File: src/rtl/isqrt_seq.sv
// Sequential non-restoring integer square root, ITER_PER_CLK result bits per clock,
// valid/ready on both sides. Define ISQRT_REM_EN to add the corrected remainder port.
module isqrt_seq #(
    parameter  int IN_W         = 32,
    parameter  int ITER_PER_CLK = 1,
    localparam int OUT_W        = IN_W / 2
) (
    input  logic             clk,
    input  logic             rst_n,
    input  logic             in_valid,
    output logic             in_ready,
    input  logic [IN_W-1:0]  din,
    output logic             out_valid,
    input  logic             out_ready,
    output logic [OUT_W-1:0] root,
    output logic             busy
`ifdef ISQRT_REM_EN
    ,
    output logic [OUT_W:0]   rem
`endif
);

    localparam int RW    = OUT_W + 2;
    localparam int STEPS = OUT_W / ITER_PER_CLK;
    localparam int CW    = (STEPS > 1) ? $clog2(STEPS) : 1;

    typedef enum logic [1:0] {IDLE, CALC, DONE} state_t;

    state_t            state, state_nxt;
    logic [IN_W-1:0]   opnd;
    logic [OUT_W-1:0]  q, q_it;
    logic [RW-1:0]     r, r_it;
    logic [RW-1:0]     left, right;
    logic [CW-1:0]     cnt;
    logic              last;

    assign last = (cnt == CW'(STEPS - 1));

    // NOTE: combinational chains use blocking '=' and give every variable a default
    // first, so the unrolled iterations see each other's results and no latch appears.
    always_comb begin
        q_it  = q;
        r_it  = r;
        left  = '0;
        right = '0;
        for (int i = 0; i < ITER_PER_CLK; i++) begin
            left  = {r_it[RW-3:0], opnd[IN_W-1-2*i -: 2]};
            right = {q_it, r_it[RW-1], 1'b1};
            if (r_it[RW-1]) r_it = left + right;
            else            r_it = left - right;
            q_it = {q_it[OUT_W-2:0], ~r_it[RW-1]};
        end
    end

`ifdef ISQRT_REM_EN
    // A negative final partial remainder still owes the last trial term 2q+1.
    logic [RW-1:0] r_fix;
    assign r_fix = r_it[RW-1] ? r_it + {1'b0, q_it, 1'b1} : r_it;
`endif

    // NOTE: state registers use non-blocking '<=' so all flops sample the same pre-edge values.
    always_ff @(posedge clk or negedge rst_n) begin
        if (!rst_n) state <= IDLE;
        else        state <= state_nxt;
    end

    always_comb begin
        state_nxt = state;
        case (state)
            IDLE:    if (in_valid)  state_nxt = CALC;
            CALC:    if (last)      state_nxt = DONE;
            DONE:    if (out_ready) state_nxt = IDLE;
            default:                state_nxt = IDLE;
        endcase
    end

    always_comb begin
        in_ready  = (state == IDLE);
        out_valid = (state == DONE);
        busy      = (state != IDLE);
    end

    always_ff @(posedge clk or negedge rst_n) begin
        if (!rst_n) begin
            opnd <= '0;
            q    <= '0;
            r    <= '0;
            cnt  <= '0;
            root <= '0;
`ifdef ISQRT_REM_EN
            rem  <= '0;
`endif
        end else begin
            if (state == IDLE && in_valid) begin
                opnd <= din;
                q    <= '0;
                r    <= '0;
                cnt  <= '0;
            end else if (state == CALC) begin
                opnd <= opnd << (2 * ITER_PER_CLK);
                q    <= q_it;
                r    <= r_it;
                cnt  <= cnt + CW'(1);
                if (last) begin
                    root <= q_it;
`ifdef ISQRT_REM_EN
                    rem  <= r_fix[OUT_W:0];
`endif
                end
            end
        end
    end

endmodule

File: config.mk
export PLATFORM = sky130hd
export DESIGN_NAME = isqrt_seq
export DESIGN_NICKNAME = d
export VERILOG_FILES = /design/src/rtl/isqrt_seq.sv
export SDC_FILE = /design/constraint.sdc
export NUM_CORES = 1
export LEC_CHECK = 0
export BUFFER_PORTS_ARGS = -buffer_cell sky130_fd_sc_hd__buf_2
export CORE_MARGIN = 4
export CORE_UTILIZATION = 35
export CTS_CLUSTER_DIAMETER = 150
export CTS_CLUSTER_SIZE = 40
export DETAILED_ROUTE_END_ITERATION = 7
export GPL_TIMING_DRIVEN = 0
export PLACE_DENSITY = 0.6
export SLEW_MARGIN = 5
export SYNTH_ARGS = -nofsm -noshare
export SYNTH_HDL_FRONTEND = slang
export SYNTH_SLANG_ARGS = --single-unit
File: constraint.sdc
create_clock -name clk -period 2.5 [get_ports clk]
set_clock_uncertainty 0.2 [all_clocks]
set_input_delay 0.25 -clock clk [delete_from_list [all_inputs] [get_ports clk]]
set_output_delay 0.25 -clock clk [all_outputs]
set_load 0.005 [all_outputs]
# After elaboration in Yosys (flattened, before gate mapping)
# Cells that the tools add are included.
# word_totals
elab_cells,36
ff_bits,88
output_inout_bits,19
inputBits,36
# op_classes
bitwise,2
reduce_logical,6
n_mux,13
add_sub_neg,3
n_eq_ne,6
# ops
cell,n
2-to-1 mux 32 bit,2
2-to-1 mux 18 bit,3
2-to-1 mux 16 bit,2
adder 18 bit,1
subtractor 18 bit,1
2-to-1 mux 4 bit,2
2-to-1 mux 2 bit,3
one-hot mux 2 bit (3 select lines),1
AND reduction 3 bit,2
adder 4 x 1 -> 4 bit (second input constant),1
equality test 4 bit (second input constant),1
inequality test 2 bit (second input constant),2
nonzero test 2 bit,2
equality test 2 x 1 -> 1 bit (second input constant),1
equality test 2 bit (second input constant),1
logical NOT 2 bit,1
inequality test 2 x 1 -> 1 bit (second input constant),1
inverter 1 bit,2
logical AND 1 bit,1

# Depth between registers and ports, before layout
# logic_depth
depth_word,5
ltp_mapped,11
ltp_nobuf,8

# Worst setup path before layout
# No wires, ideal clock.
# synth_timing
path_type,reg-to-reg
startpoint,register r[17]
endpoint,register r[14]
synth_period_minus_slack_ns,2.762
path_stages_with_launch,12
t_arrival_ns,2.440
path_slack_ns,-0.262
n_path_buf,3
required_time_ns,2.178
setup_time_ns,0.122
cell_sequence,dfrtp_1 buf_4 buf_1 xnor2_1 ha_1 buf_4 nand2_1 nor2_1 a21oi_1 a21oi_1 or3_1 a32o_1
# synth_between
elab_chain_cells,4
elab_cells_between_ends,5
cone_classes,add/sub: 2; mux: 3
# synth_rtl
element,line_no,source
start: declaration,32,"logic [RW-1:0] r, r_it;"
start signal: assignment,102,r <= r_it;
subtractor 18 bit or adder 18 bit (tied branches),"50, 49",
2-to-1 mux 18 bit (*),49,if (r_it[RW-1]) r_it = left + right;
2-to-1 mux 18 bit (*),99,end else if (state == CALC) begin
2-to-1 mux 18 bit (*),94,if (state == IDLE && in_valid) begin
# Every way passes the cells marked *; elsewhere a longest branch is shown, timed or not. The select of a mux whose other input is x is not followed.
# A chain may end at the register's enable or synchronous reset.

# Worst setup path after layout
# layout_timing
startpoint,register r[17]
endpoint,register r[15]
# Same word-level chain as after synthesis.

==> impl_metrics.yaml <==
run_status:
  status: "complete, but fails checks"
  violations: "negative setup slack"
placed_design:
  port_buffers: 54
  dpl.hpwl_um: 7940
  globalplace.congestion: 0.823
final_layout:
  areaGrowthSynthToFinish_pct: 30.5
  num-nets-final: 612
  fillers: 1231
  drive_gt1_share_pct: 24.3
  diodes: 0
worst_setup_path:
  path_class: "flop to flop"
  cp-end-kind: "flop"
  r2r_cells: 10
  path_max_fanout: 6
  crit_chain: "buf_6, xnor2_1, ha_1, a21oi_1, o32ai_4, a211oi_4, buf_6, o31ai_4, xnor2_1, o21ai_1"
  max_stage_delay_ns: 0.37
  start_kind: "flop"
  reg2reg_to: "r[15]$_DFFE_PN0P_"
  r2r_setup_slack_ns: -0.10
  worstPathArrival_ns: 2.62
  r2r-start: "r[17]$_DFFE_PN0P_"
  crit_slowest_cell: "dfrtp_1"
  cp.required_ns: 2.52
sta:
  rsz0062_at_grt: "yes"
  setup-tns-final_ns: -0.505
  setup_slack_ns: -0.101
  finalHoldViolCount: 0
  slew_viol_final: 0
  period_share_pct: 104
  finalSetupViolations: 7
  relSlewSlack_pct: 57.0
  tightest_slew_ns: 0.645
  max_freq_ghz: 0.384
  finalCriticalPeriod_ns: 2.60
hold_path:
  hold_path_depth: 3
  min_path_type: "input pin to flop"
  min_to: "opnd[16]$_DFFE_PN0P_"
  min-delay-start: "din[16]"
global_routing:
  overflow: 0
  track_usage_pct: 16.4
  grt_max_degree: 59
  grt_pass1_vias: 3963
  grt_pass1_wl_um: 19400
  antenna_found_initial: 0
cts:
  numCtsBuffers: 9
  clock-sinks: 87
  clockRootBuffer: "clkbuf_16"
  htreeDepth: 3
  clk_latency_ns: 0.35
  clkTransAtPathRegs_ns: 0.07
  cts_tree: "built"
  cts_buffer_depth: 2
route:
  wl_per_cell_um: 16.1
  num_vias: 3822
  antenna_left: 0
  via_per_inst: 5.20
  wirelength_um: 11800
  dr.pass1.iters: 4
  route.detailed.drc: 0
  drt_iter0_drc: 198
synthesis:
  avgSynthCellArea_um2: 10.1
  synth-seq-cells: 87
  synth_edf_count: 0
  yosysTopAreaCell: "dfrtp_1"
  ys_seq_area_share_pct: 47.4
  synth_warnings: 0
  netlist.area_leader.share_pct: 47.4
  syn_area_um2: 4590
  syn_nets: 509
  synthDistinctLibCells: 45
  async_flop_share_pct: 100
  synthCells: 455
  synth_ff_type: "dfrtp_1"
  synthTopCellsByArea: "dfrtp_1 47%, a21oi_1 5.2%, xnor2_1 5.0%, a22oi_1 4.9%, ha_1 4.9%"
floorplan:
  pin_count: 55
  rows: 41
  dieArea_um2: 15000
  initial_core_util_pct: 36.1
  die_width_um: 123
  die_height_um: 123
  design.core.area_um2: 12700
flow_run:
  maxCapViolations: 0
[logic make-up (layout without fill, tap and decap cells)]
logic type / count (synthesis) / count (layout) / synth area share [%]
compound gates: 172 / 172 / 23.8
simple gates: 96 / 96 / 11.1
flops: 87 / 87 / 47.4
buf+inv: 38 / 146 / 3.60
xor+xnor: 28 / 28 / 5.34
fa+ha+maj: 18 / 18 / 4.90
mux: 16 / 16 / 3.92
[sequential cells by signal (all words and copies together) (netlist names)]
name	flops
cnt	4
opnd	32
q	16
r	17
root	16
state	2
[what timing repair did]
action / 4_1_cts / 5_1_grt
pin swaps: 11 / 18
hold buffers: 24 / 0
gates resized for setup: 19 / 27
setup endpoints to repair: 8 / 7
buffers inserted: 9 / 5
endpoints found under the hold margin: 52 / 0
[critical path: cells and delay by family (launching register included)]
| family | cells | cell delay (ns) |
|---|---|---|
| AOI/OAI and AO/OA | 5 | 0.94 |
| DFF | 1 | 0.37 |
| adders and majority gates | 1 | 0.36 |
| buffers and inverters | 2 | 0.30 |
| xor gates and xnor gates | 2 | 0.30 |
[final cells by class]
class / instances / area (um2) / share of cell area, %
Clock inverter: 7 / 78.8 / 1.31
Multi-Input combinational cell: 330 / 2470 / 41.2
Clock buffer: 9 / 225 / 3.76
Sequential cell: 87 / 2180 / 36.3
Buffer: 30 / 155 / 2.59
Inverter: 7 / 26.3 / 0.438
Timing Repair Buffer: 93 / 649 / 10.8
Tap cell: 172 / 215 / 3.59
[worst max-delay path by stage]
stage                                     end  cells after the start              start
after floorplan             r[14]$_DFFE_PN0P_                     11  r[17]$_DFFE_PN0P_
after detailed placement  root[0]$_DFFE_PN0P_                     10  r[17]$_DFFE_PN0P_
after global placement    root[0]$_DFFE_PN0P_                     10  r[17]$_DFFE_PN0P_
after global routing        r[15]$_DFFE_PN0P_                     12  r[17]$_DFFE_PN0P_
final                       r[15]$_DFFE_PN0P_                     10  r[17]$_DFFE_PN0P_
after CTS                   r[17]$_DFFE_PN0P_                     11  r[17]$_DFFE_PN0P_
[stage by stage]
| step | std cells | utilization (%) | hold WS (ns) | area [um2] | setup WS [ns] |
|---|---|---|---|---|---|
| after floorplan | 455 | - | -0.246 | 4600 | 0.0229 |
| after global placement | 681 | 40.0 | 0.260 | 5090 | -0.349 |
| after detailed placement | 682 | 40.2 | 0.00928 | 5120 | -0.415 |
| after CTS | 731 | 45.8 | 0.00202 | 5820 | -0.190 |
| after global routing | 735 | 47.1 | 0.0113 | 5990 | -0.219 |
| final | 735 | 47.1 | 0.00573 | 5990 | -0.101 |
[routing by layer]
| layer | vias to the layer above | GRT usage, % | routed length (um) |
|---|---|---|---|
| met5 | - | 0 | 0 |
| li1 | 1851 | - | - |
| met1 | 1861 | 21.2 | 5180 |
| met2 | 93 | 27.4 | 5920 |
| met4 | 0 | 5.46 | 187 |
| met3 | 17 | 3.50 | 530 |
[cell usage after synthesis (all sizes together), types with 9 or more instances]
library cell	number
a22o	19
ha	18
buf	9
a21oi	49
a22oi	30
o21ai	54
xnor2	26
nor2b	33
nand2	29
nor2	10
dfrtp	87
clkbuf	22
mux2	16
[placed cells by master, fill, tap and decap left out, types with 3 or more instances in the layout]
master and instances:
ha_1 14, mux2_2 9, buf_2 56, buf_6 4, inv_6 3, o21ai_1 12, o21ai_0 41, clkbuf_16 9
nand3_1 5, a21o_1 3, xnor2_1 22, nor2_1 9, a22o_1 19, nor3_1 3, dfrtp_1 87, a22oi_1 30
buf_4 14, nand2b_1 8, mux2_1 7, nor2b_1 33, dlygate4sd3_1 24, a21oi_2 9, clkinvlp_4 3, inv_1 6
nand2_1 25, a21oi_1 38, nand2_2 3, clkbuf_1 22
Power is left out: the tool's default activity adds up to more than one toggle a clock period on the data nets, which glitch-free logic cannot reach.
